[config.mk]
export PLATFORM = sky130hd
export DESIGN_NAME = dds_cfg_ctrl_flat
export DESIGN_NICKNAME = d
export VERILOG_FILES = /design/src/rtl/dds_cfg_ctrl_if.sv /design/src/rtl/dds_cfg_ctrl.sv /design/src/flat_wrapper.sv
export SDC_FILE = /design/constraint.sdc
export NUM_CORES = 1
export LEC_CHECK = 0
export BUFFER_PORTS_ARGS = -buffer_cell sky130_fd_sc_hd__buf_2
export CORE_ASPECT_RATIO = 1.25
export CORE_UTILIZATION = 55
export DETAILED_ROUTE_END_ITERATION = 8
export PLACE_DENSITY_LB_ADDON = 0.05
export SYNTH_ARGS = -nofsm -noshare
export SYNTH_HDL_FRONTEND = slang
export SYNTH_SLANG_ARGS = --single-unit
[constraint.sdc]
create_clock -name sys_clk -period 4.1 [get_ports sys_clk]
set_input_delay 0.615 -clock sys_clk [delete_from_list [all_inputs] [get_ports sys_clk]]
set_output_delay 0.615 -clock sys_clk [all_outputs]
set_load 0.01 [all_outputs]
[src/rtl/dds_cfg_ctrl_if.sv]
// Configuration handshake between the DDS config controller (master) and the DDS core (slave).
interface dds_cfg_ctrl_if #(
  parameter int FW_W = 32,
  parameter int PW_W = 12
);
  logic            cfg_valid;
  logic            cfg_ready;
  logic [1:0]      cfg_wave;
  logic [FW_W-1:0] cfg_freq;
  logic [PW_W-1:0] cfg_phase;
  logic [2:0]      cfg_amp;

  modport master (
    output cfg_valid, cfg_wave, cfg_freq, cfg_phase, cfg_amp,
    input  cfg_ready
  );

  modport slave (
    input  cfg_valid, cfg_wave, cfg_freq, cfg_phase, cfg_amp,
    output cfg_ready
  );
endinterface

[src/rtl/dds_cfg_ctrl.sv]
// Key-driven DDS configuration editor: shadow registers edited by key pulses,
// delivered to the DDS core over valid/ready with coalescing of pending edits.
//   state | meaning
//   IDLE  | no payload offered; loads shadow into payload when dirty
//   PEND  | payload offered and held until a transfer edge
module dds_cfg_ctrl #(
  parameter int              FW_W       = 32,
  parameter int              PW_W       = 12,
  parameter logic [FW_W-1:0] FREQ_INIT  = FW_W'(85_899),
  parameter logic [FW_W-1:0] FREQ_STEP  = FW_W'(85_899),
  parameter logic [FW_W-1:0] FREQ_MIN   = FW_W'(85_899),
  parameter logic [FW_W-1:0] FREQ_MAX   = FW_W'(429_496_730),
  parameter logic [PW_W-1:0] PHASE_STEP = PW_W'(256)
) (
  input  logic           sys_clk,
  input  logic           sys_rst,
  input  logic [3:0]     key_flag,
  output logic [1:0]     field_sel,
  dds_cfg_ctrl_if.master cfg
);

  typedef enum logic {IDLE, PEND} state_t;

  localparam logic [1:0] FLD_FREQ  = 2'd0;
  localparam logic [1:0] FLD_PHASE = 2'd1;
  localparam logic [1:0] FLD_AMP   = 2'd2;

  state_t          state, state_nxt;
  logic [1:0]      sh_wave, wave_nxt;
  logic [FW_W-1:0] sh_freq, freq_nxt;
  logic [PW_W-1:0] sh_phase, phase_nxt;
  logic [2:0]      sh_amp, amp_nxt;
  logic [1:0]      field_nxt;
  logic            dirty, dirty_nxt, key_dirty;
  logic            load, load_post, valid_nxt;
  logic [FW_W:0]   freq_up, freq_dn_lim;

  // One extra bit keeps the saturation compares free of wraparound.
  assign freq_up     = {1'b0, sh_freq} + {1'b0, FREQ_STEP};
  assign freq_dn_lim = {1'b0, FREQ_MIN} + {1'b0, FREQ_STEP};

  always_comb begin
    wave_nxt  = sh_wave;
    freq_nxt  = sh_freq;
    phase_nxt = sh_phase;
    amp_nxt   = sh_amp;
    field_nxt = field_sel;
    key_dirty = 1'b0;
    if (key_flag[0]) begin
      wave_nxt  = sh_wave + 2'd1;
      key_dirty = 1'b1;
    end else if (key_flag[1]) begin
      field_nxt = (field_sel == FLD_AMP) ? FLD_FREQ : field_sel + 2'd1;
    end else if (key_flag[2]) begin
      key_dirty = 1'b1;
      case (field_sel)
        FLD_FREQ:  freq_nxt  = (freq_up > {1'b0, FREQ_MAX}) ? FREQ_MAX : freq_up[FW_W-1:0];
        FLD_PHASE: phase_nxt = sh_phase + PHASE_STEP;
        FLD_AMP:   amp_nxt   = (sh_amp == 3'd7) ? sh_amp : sh_amp + 3'd1;
        default:   ;
      endcase
    end else if (key_flag[3]) begin
      key_dirty = 1'b1;
      case (field_sel)
        FLD_FREQ:  freq_nxt  = ({1'b0, sh_freq} < freq_dn_lim) ? FREQ_MIN : sh_freq - FREQ_STEP;
        FLD_PHASE: phase_nxt = sh_phase - PHASE_STEP;
        FLD_AMP:   amp_nxt   = (sh_amp == 3'd0) ? sh_amp : sh_amp - 3'd1;
        default:   ;
      endcase
    end
  end

  always_comb begin
    state_nxt = state;
    load      = 1'b0;
    load_post = 1'b0;
    valid_nxt = cfg.cfg_valid;
    dirty_nxt = dirty | key_dirty;
    case (state)
      IDLE: begin
        if (dirty) begin
          load      = 1'b1;
          valid_nxt = 1'b1;
          dirty_nxt = key_dirty;
          state_nxt = PEND;
        end
      end
      PEND: begin
        if (cfg.cfg_valid && cfg.cfg_ready) begin
          // An edit landing in the transfer cycle is folded into the reload.
          if (dirty || key_dirty) begin
            load      = 1'b1;
            load_post = 1'b1;
            dirty_nxt = 1'b0;
          end else begin
            valid_nxt = 1'b0;
            state_nxt = IDLE;
          end
        end
      end
      default: state_nxt = IDLE;
    endcase
  end

  always_ff @(posedge sys_clk) begin
    if (sys_rst) begin
      state         <= IDLE;
      sh_wave       <= 2'd0;
      sh_freq       <= FREQ_INIT;
      sh_phase      <= '0;
      sh_amp        <= 3'd7;
      field_sel     <= FLD_FREQ;
      dirty         <= 1'b1;
      cfg.cfg_valid <= 1'b0;
      cfg.cfg_wave  <= 2'd0;
      cfg.cfg_freq  <= FREQ_INIT;
      cfg.cfg_phase <= '0;
      cfg.cfg_amp   <= 3'd7;
    end else begin
      state         <= state_nxt;
      sh_wave       <= wave_nxt;
      sh_freq       <= freq_nxt;
      sh_phase      <= phase_nxt;
      sh_amp        <= amp_nxt;
      field_sel     <= field_nxt;
      dirty         <= dirty_nxt;
      cfg.cfg_valid <= valid_nxt;
      if (load) begin
        cfg.cfg_wave  <= load_post ? wave_nxt  : sh_wave;
        cfg.cfg_freq  <= load_post ? freq_nxt  : sh_freq;
        cfg.cfg_phase <= load_post ? phase_nxt : sh_phase;
        cfg.cfg_amp   <= load_post ? amp_nxt   : sh_amp;
      end
    end
  end

endmodule

[src/flat_wrapper.sv]
// flat-port wrapper written by rule: the top's interface ports become plain ports
module dds_cfg_ctrl_flat 
#(
  parameter int              FW_W       = 32,
  parameter int              PW_W       = 12,
  parameter logic [FW_W-1:0] FREQ_INIT  = FW_W'(85_899),
  parameter logic [FW_W-1:0] FREQ_STEP  = FW_W'(85_899),
  parameter logic [FW_W-1:0] FREQ_MIN   = FW_W'(85_899),
  parameter logic [FW_W-1:0] FREQ_MAX   = FW_W'(429_496_730),
  parameter logic [PW_W-1:0] PHASE_STEP = PW_W'(256)
)
  (sys_clk, sys_rst, key_flag, field_sel, cfg_cfg_valid, cfg_cfg_wave, cfg_cfg_freq, cfg_cfg_phase, cfg_cfg_amp, cfg_cfg_ready);
  dds_cfg_ctrl_if #(.FW_W(FW_W), .PW_W(PW_W)) cfg_i ();
  input  logic sys_clk;
  input  logic sys_rst;
  input  logic [3:0] key_flag;
  output logic [1:0] field_sel;
  output wire logic [$bits(cfg_i.cfg_valid)-1:0] cfg_cfg_valid;
  output wire logic [$bits(cfg_i.cfg_wave)-1:0] cfg_cfg_wave;
  output wire logic [$bits(cfg_i.cfg_freq)-1:0] cfg_cfg_freq;
  output wire logic [$bits(cfg_i.cfg_phase)-1:0] cfg_cfg_phase;
  output wire logic [$bits(cfg_i.cfg_amp)-1:0] cfg_cfg_amp;
  input wire logic [$bits(cfg_i.cfg_ready)-1:0] cfg_cfg_ready;
  assign cfg_cfg_valid = cfg_i.cfg_valid;
  assign cfg_cfg_wave = cfg_i.cfg_wave;
  assign cfg_cfg_freq = cfg_i.cfg_freq;
  assign cfg_cfg_phase = cfg_i.cfg_phase;
  assign cfg_cfg_amp = cfg_i.cfg_amp;
  assign cfg_i.cfg_ready = cfg_cfg_ready;
  dds_cfg_ctrl #(.FW_W(FW_W), .PW_W(PW_W), .FREQ_INIT(FREQ_INIT), .FREQ_STEP(FREQ_STEP), .FREQ_MIN(FREQ_MIN), .FREQ_MAX(FREQ_MAX), .PHASE_STEP(PHASE_STEP)) u_core (.sys_clk(sys_clk), .sys_rst(sys_rst), .key_flag(key_flag), .field_sel(field_sel), .cfg(cfg_i));
endmodule
# Word-level counts from Yosys, hierarchy flattened
# Index checks and enable logic that the tools add are counted.
# classes
order_cmp	2
add_sub_neg	8
reduce_logical	6
bitwise	3
eq_ne	6
n_mux	47
# ops
operator	count
two-way mux 32 bit	9
two-way mux 12 bit	7
adder 32 x 17 -> 33 bit (second input constant)	1
greater-than comparator 33 x 29 -> 1 bit (second input constant)	1
< comparator 32 x 18 -> 1 bit (second input constant)	1
subtractor 32 x 17 -> 32 bit (second input constant)	1
two-way mux 3 bit	9
two-way mux 1 bit	15
adder 12 x 9 -> 12 bit (second input constant)	1
subtractor 12 x 9 -> 12 bit (second input constant)	1
one-hot mux 1 bit (2 select lines)	4
two-way mux 2 bit	3
adder 2 x 1 -> 2 bit (second input constant)	2
inequality test 2 bit (second input constant)	2
adder 3 x 1 -> 3 bit (second input constant)	1
== test 3 bit (second input constant)	1
zero test 3 bit	1
AND reduction 3 bit	1
subtractor 3 x 1 -> 3 bit (second input constant)	1
== test 2 x 1 -> 1 bit (second input constant)	1
== test 2 bit (second input constant)	1
zero test 2 bit	1
inequality test 2 x 1 -> 1 bit (second input constant)	1
inverter 1 bit	2
4 further kinds	4
# totals
word_cells	84
input_bits	7
reg_bits	103
out_inout_bits	52

# Longest topological paths before layout
# Gate-level depths: netlist of run 1.
# logic_depth
ltp_word	9
mapped_depth	15
depth_no_buf	13

# Worst setup path after synthesis of run 1
# Ideal clock, no wire load.
# synth_path
path_kind	reg2reg
start	register u_core.sh_freq[0]
end	register u_core.sh_freq[8]
setup_time_ns	0.122
arrival_time_ns	3.109
setup_slack_ns	0.868
synth_period_minus_slack_ns	3.232
stages_incl_launch_ff	14
path_cell_list	dfxtp_1 > inv_1 > ha_1 > nor2b_1 > o21ai_1 > a21o_1 > nor4_1 > nor3_1 > and3_1 > a22o_2 > o21ai_4 > buf_4 > nand4_1 > a311o_1
# synth_between
elab_chain_cells	7
word_cells_on_any_way	12
cone_classes	add/sub: 2; order compare: 2; mux: 8
# synth_rtl
item	line	rtl
from (decl)	dds_cfg_ctrl.sv:30	logic [FW_W-1:0] sh_freq, freq_nxt;
from (signal assigned)	dds_cfg_ctrl.sv:122	sh_freq <= freq_nxt;
adder 32 x 17 -> 33 bit, or another cell as far along	dds_cfg_ctrl.sv:39	assign freq_up = {1'b0, sh_freq} + {1'b0, FREQ_STEP};
greater-than comparator 33 x 29 -> 1 bit / two-way mux 32 bit (equally long branches)	dds_cfg_ctrl.sv:57, dds_cfg_ctrl.sv:65	
two-way mux 32 bit (on tied branches)	dds_cfg_ctrl.sv:57, dds_cfg_ctrl.sv:64	
two-way mux 32 bit (on tied branches)	dds_cfg_ctrl.sv:56, dds_cfg_ctrl.sv:62	
two-way mux 32 bit *	dds_cfg_ctrl.sv:54	end else if (key_flag[2]) begin
two-way mux 32 bit *	dds_cfg_ctrl.sv:52	end else if (key_flag[1]) begin
two-way mux 32 bit *	dds_cfg_ctrl.sv:49	if (key_flag[0]) begin
# Mark *: on every way between the ends. The rest lies on a longest branch, timed or not.
# A chain may end at the register's enable or synchronous reset.

# Final worst setup path of run 1
# layout_path
start	register u_core.sh_freq[2]
end	register u_core.cfg.cfg_freq[4]
# layout_between
elab_chain_cells	8
word_cells_on_any_way	13
cone_classes	add/sub: 2; order compare: 2; mux: 9
# layout_rtl
item	line	rtl
adder 32 x 17 -> 33 bit, or another cell as far along	dds_cfg_ctrl.sv:39	
greater-than comparator 33 x 29 -> 1 bit / two-way mux 32 bit (equally long branches)	dds_cfg_ctrl.sv:57, dds_cfg_ctrl.sv:65	
two-way mux 32 bit (on tied branches)	dds_cfg_ctrl.sv:57, dds_cfg_ctrl.sv:64	
two-way mux 32 bit (on tied branches)	dds_cfg_ctrl.sv:56, dds_cfg_ctrl.sv:62	
two-way mux 32 bit *	dds_cfg_ctrl.sv:54	
two-way mux 32 bit *	dds_cfg_ctrl.sv:52	
two-way mux 32 bit *	dds_cfg_ctrl.sv:49	
two-way mux 32 bit *	dds_cfg_ctrl.sv:130	cfg.cfg_freq <= load_post ? freq_nxt : sh_freq;
to (signal assigned)	dds_cfg_ctrl.sv:130	
to (decl)	dds_cfg_ctrl_if.sv:14	output cfg_valid, cfg_wave, cfg_freq, cfg_phase, cfg_amp,
# Marks and branches as above.

==> impl_metrics.toml, run 1 <==
[outcome]
status = "finished, final reports clean"

[power]
p_seq_share_pct = 36.3
clockPowerShare_pct = 32.0
power.leakage_nw = 2.83
sw_frac_of_total_pct = 38.1
cellPowerDensity_nw_per_um2 = 361
peakVddDrop_v = 0.000259
combPwrFrac_pct = 31.7
p_sw_w = 0.00101
intPower_w = 0.00163

[timing]
final.period_utilization_pct = 94.8
setup_tns_ns = 0
worst_slack_ns = 0.213
max_slew_margin_pct = 35.5
rsz0062_at_grt = "no"
fin_crit_ns = 3.89
clock.fmax_ghz = 0.257
tightest_slew_ns = 0.967
fin_skew_ns = 0.00853
finalHoldViolCount = 0
drv_slew = 0
setup_viol = 0

[global_route]
overflow = 0
grt_start_max_net_pins = 49
grt_pass1_vias = 6804
grt_usage_pct = 38.3
grt_pass1_wl_mm = 36.2
grt_use_met3_pct = 8.25
antenna_found_initial = 0
grt_util_met2_pct = 62.2
grt-busiest-layer = "met2"
use_met1_pct = 47.0

[die]
die_area_um2 = 12300
ios = 59
initial_core_util_pct = 56.3
die_y_um = 124
rows = 44
fp.dieW_um = 99.3
core_area_um2 = 11600

[placed_design]
port_buffers = 50
gp_congestion = 1.03
pre_cts_ws_ns = 0.172
dp_hpwl_mm = 16.8

[cts]
cts_tree = "built"
h-tree-depth = 3
insertion_delay_ns = 0.36
clockRootBuffer = "clkbuf_16"
cts_sinks = 87
cts_buffers = 9
clockBufferDepth = 2
path_clk_slew_ns = 0.07

[route]
drt_pass1_iterations = 6
routed_wirelength_mm = 23.7
drc = 0
vias = 7412
wire_per_inst_um = 21.6
dr.first_iter.drc_count = 677
drtAntennaViolNets = 0
via_per_inst = 6.75

[worst_setup_path]
crit_top_cell = "o21a_1"
start_kind = "register"
slowest_stage = "or4_4"
path_cells = "o21a_1 > a211oi_1 > o21a_1 > or4_4 > and2_1 > o31ai_2 > o21ai_2 > a31oi_1 > o221ai_1 > a221oi_2"
cp_top_family = "compound AO/OA/AOI/OAI gates"
cp.arrival_ns = 4.17
worst-path-buf-inv = 0
cp_data_required_time_ns = 4.38
critPathMaxStageDelay_ns = 0.57
crit_fanout = 12
criticalPathCategory = "register to register"
critPathCaptureType = "register"

[synthesis]
synth_cells = 921
async_reset_ff_share_pct = 0
synth-seq-cells = 87
synth_top_area_cell = "dfxtp_1"
seq_area_frac_synth_pct = 26.7
ys.flop_type = "dfxtp_1"
post-synth-top-area-fraction_pct = 26.7
yosys-top-cells-area = "dfxtp_1, nand2_1, nor2_1"
synth.cell_area_um2 = 6510
postSynthAreaPerCell_um2 = 7.07
synth_cell_types = 85
synth-edff-count = 0
yosysWarningCount = 0

[finish]
area_delta_synth_final_pct = 12.3
fin_nets = 971
final_common_cell = "nand2_1"
diodes = 0
final_cell_mix = "nand2_1, nor2_1, dfxtp_1"
drive_above_1_share_pct = 16.4

[job]
maxCapViolCount = 0

[min_path]
hold_path_class = "register to register"
[synthesized netlist by cell type, drive strengths merged (4+ instances only)]
library cell	number
nor2	103
or2	11
nand4	16
and2	14
o31ai	10
nor2b	7
nand2b	9
a211o	5
or3	10
and3	28
xnor2	18
xor2	8
a2111oi	7
ha	9
o211ai	5
o21ai	55
a21o	8
a211oi	27
a21oi	67
mux2i	9
nor3	28
nand3	23
o22ai	10
o31a	7
a31oi	17
a221oi	5
inv	22
buf	19
clkbuf	69
dfxtp	87
nor4	16
nand2	118
and4	5
o221ai	4
o21a	8
a311o	5
[what timing repair did]
| item | 4_1_cts | 5_1_grt |
|---|---|---|
| gates resized for setup | 0 | 5 |
| hold buffers | 0 | 0 |
| buffers inserted | 0 | 2 |
| setup endpoints to repair | 0 | 51 |
| endpoints found under the hold margin | 0 | 0 |
[tightest hold or removal path, stage by stage, from the launching register on]
cell and delay [ns]:
dfxtp_1 0.31, nand2_1 0.05, a21oi_1 0.05
[per-layer routing]
metal,part of all wire [%],wire (um),vias to the layer above
met4,5.1,1210,0
met5,0,0,-
met2,46,10900,425
met3,9.7,2310,84
met1,39,9300,3493
li1,-,-,3410
[state kept, by name (all words and copies together) (netlist names), 2 cells and up]
signal / count
u_core.cfg.cfg_wave: 2
u_core.sh_amp: 3
u_core.cfg.cfg_freq: 32
u_core.field_sel: 2
u_core.sh_wave: 2
u_core.cfg.cfg_amp: 3
u_core.sh_phase: 4
u_core.sh_freq: 32
u_core.cfg.cfg_phase: 4
[area by class of cell]
type                    count  area [um^2]
multi-input cells         732         4370
repair buffers            103          648
clock buffers               9          225
inverters                  22         82.6
flip-flops and latches     87         1740
clock inverters             7         72.6
fillers                  1092         4250
well taps                 138          173
[worst paths after layout]
| path | from | cells after the start | slack, ns | end |
|---|---|---|---|---|
| worst min register to register | u_core.cfg.cfg_phase[11] | 2 | 0.45 | u_core.cfg.cfg_phase[11] |
| worst max-delay path | u_core.sh_freq[2] | 10 | 0.21 | u_core.cfg.cfg_freq[4] |
| worst min-delay path | u_core.cfg.cfg_phase[11] | 2 | 0.45 | u_core.cfg.cfg_phase[11] |
| worst max register to register | u_core.sh_freq[2] | 10 | 0.21 | u_core.cfg.cfg_freq[4] |
[metrics by stage]
step | hold slack, ns | std cells | area [um^2] | total power, W | util [%]
3_5_place_dp | 0.448 | 1079 | 6970 | 0.00177 | 60.3
3_3_place_gp | 0.436 | 1079 | 6970 | 0.00176 | 60.3
5_1_grt | 0.489 | 1098 | 7310 | 0.00275 | 63.3
2_1_floorplan | 0.476 | 928 | 6540 | 0.00151 | -
4_1_cts | 0.458 | 1095 | 7270 | 0.00262 | 62.9
6_report | 0.455 | 1098 | 7310 | 0.00264 | 63.3
[power groups by stage]
stage                     Combinational [W]  Clock [W]  Sequential, W
after floorplan                    0.000540          0       0.000974
after CTS                          0.000807   0.000858       0.000955
after global placement             0.000789          0       0.000971
after detailed placement           0.000800          0       0.000975
final                              0.000837   0.000844       0.000957
after global routing               0.000900   0.000890       0.000963
[kinds of logic after synthesis]
logic type	Yosys count	share of synthesized area, %
compound gates	273	28.7
xor+xnor	26	3.50
fa+ha+maj	9	1.73
buf+inv	110	7.32
flops	87	26.7
mux	10	1.56
other cells	1	0.0576
simple gates	405	30.4
(Power assumes the default switching activity.)
==> inputs of run 2 (changes only) <==
- CORE_UTILIZATION: 55 -> 52
- RECOVER_POWER: not set -> 25
- clock period: 4.1 -> 3.6 ns (I/O delays scaled with it)
==> run 2 against run 1 <==
Core utilization grew 0.065 points. Via count grew 3.1%. Combinational power grew 19%. Setup slack lost 0.12 ns. Global-route usage shrank 0.28 points. Sequential power grew 14%. Critical path depth grew 3. First-iteration DRC count grew 23%. Cell area grew 5.3%. Clock-buffer cell count is the same. Flip-flop and latch count is the same. Wire length grew 3.9%. Critical path type unchanged. Largest cell class unchanged.
==> impl_metrics.toml, run 2 (same netlist as run 1, synthesis figures left out) <==
[outcome]
status = "finished, final reports clean"

[finish]
ff_latch_area_um2 = 1740
multi_input_area_um2 = 4490
area_delta_synth_final_pct = 18.3
fillers = 1156
fin_nets = 1007
final_cell_mix = "nand2_1, nor2_1, buf_4"
final_common_cell = "nand2_1"
top_regs = "u_core.cfg.cfg_freq x32, u_core.sh_freq x32"
drive_above_1_share_pct = 18.3
diodes = 0

[die]
die_y_um = 127
rows = 45
fp.dieW_um = 102
core_area_um2 = 12200
initial_core_util_pct = 53.5
ios = 59
die_area_um2 = 13000

[power]
peakVddDrop_v = 0.000270
power.leakage_nw = 2.94
cellPowerDensity_nw_per_um2 = 397
finalPower_w = 0.00305

[worst_setup_path]
cp_data_required_time_ns = 3.87
criticalPathCategory = "register to register"
slowest_stage = "or4_4"
start_kind = "register"
crit_fanout = 8
path_cells = "or4_4 > a211o_1 > buf_4 > o21ai_4 > nor3_1 > a211o_1 > and3_1 > a22o_2 > o21ai_4 > buf_4 > nand2_1 > o221a_2 > a211oi_1"
critPathMaxStageDelay_ns = 0.55
critPathCaptureType = "register"
cp.arrival_ns = 3.77

[global_route]
antenna_found_initial = 0
grt_start_max_net_pins = 46
grt_usage_pct = 38.0
grt_pass1_vias = 7062
grt_pass1_wl_mm = 38.2
overflow = 0

[cts]
cts_tree = "built"
cts_buffers = 9
h-tree-depth = 3
clockBufferDepth = 2
postCtsHoldBufs = 0
path_clk_slew_ns = 0.08
cts_sinks = 87
clockRootBuffer = "clkbuf_16"
insertion_delay_ns = 0.35

[placed_design]
pre_cts_ws_ns = -0.0554
port_buffers = 50
gp_congestion = 0.984
dp_hpwl_mm = 17.3

[timing]
max_slew_margin_pct = 30.0
finalHoldViolCount = 0
setup_tns_ns = 0
fin_crit_ns = 3.51
final.period_utilization_pct = 97.4
drv_slew = 0
rsz0062_at_grt = "yes"
setup_viol = 0
fin_skew_ns = 0.0154
tightest_slew_ns = 1.05
clock.fmax_ghz = 0.285
worst_slack_ns = 0.0927

[route]
via_per_inst = 6.59
wire_per_inst_um = 21.2
vias = 7640
drt_pass1_iterations = 7
dr.first_iter.drc_count = 833
routed_wirelength_mm = 24.6
drtAntennaViolNets = 0
drc = 0

[min_path]
hold_path_class = "input pin to register"

[job]
maxCapViolCount = 0
==> run 2: final cells by class <==
| cell class | count | area share (%) |
|---|---|---|
| Inverter | 22 | 1.07 |
| Multi-Input combinational cell | 731 | 58.2 |
| Tap cell | 164 | 2.66 |
| Clock inverter | 7 | 0.942 |
| Clock buffer | 9 | 2.92 |
| Sequential cell | 87 | 22.6 |
| Timing Repair Buffer | 140 | 11.5 |
==> run 2: through the flow <==
step                      instances  util, %  hold slack [ns]  cell area (um^2)
final                          1160     63.3            0.418              7700
after global routing           1160     63.3            0.436              7700
after CTS                      1159     62.4            0.416              7590
after detailed placement       1143     59.9            0.459              7290
after global placement         1143     59.9            0.445              7290
after floorplan                 928        -            0.476              6540
==> run 2: path summary, 6_finish.rpt <==
kind / slack [ns] / cells after the start / end / from
worst min-delay path: 0.42 / 2 / u_core.cfg.cfg_valid / cfg_cfg_ready
worst max-delay path: 0.09 / 13 / u_core.cfg.cfg_freq[18] / u_core.sh_freq[8]
worst min register to register: 0.46 / 2 / u_core.cfg.cfg_phase[11] / u_core.cfg.cfg_phase[11]
worst max register to register: 0.09 / 13 / u_core.cfg.cfg_freq[18] / u_core.sh_freq[8]
==> run 2: worst max-delay path, delay by kind of cell (launching register included) <==
family          cells  cell delay [ns]
flops               1             0.35
simple gates        4             0.89
compound gates      7             1.81
buf+inv             2             0.38
==> run 2: timing repair <==
action	in CTS	in global routing
setup endpoints to repair	6	52
pin swaps	0	4
setup buffers	0	1
resized for setup	1	32
==> run 2: layer usage <==
metal	up-vias	global-route usage, %	wire length, um
li1	3468	-	-
met1	3595	52.2	9970
met2	508	59.9	11400
met3	69	5.47	2500
met4	0	14.3	745
met5	-	0	0
==> run 2: report_power, final <==
group	leakage [nW]	switching (W)	internal (W)	total, W
sequential	0.710	0.0000585	0.00103	0.00109
clock	0.143	0.000478	0.000490	0.000969
combinational	2.09	0.000635	0.000362	0.000997
total	2.94	0.00117	0.00188	0.00305
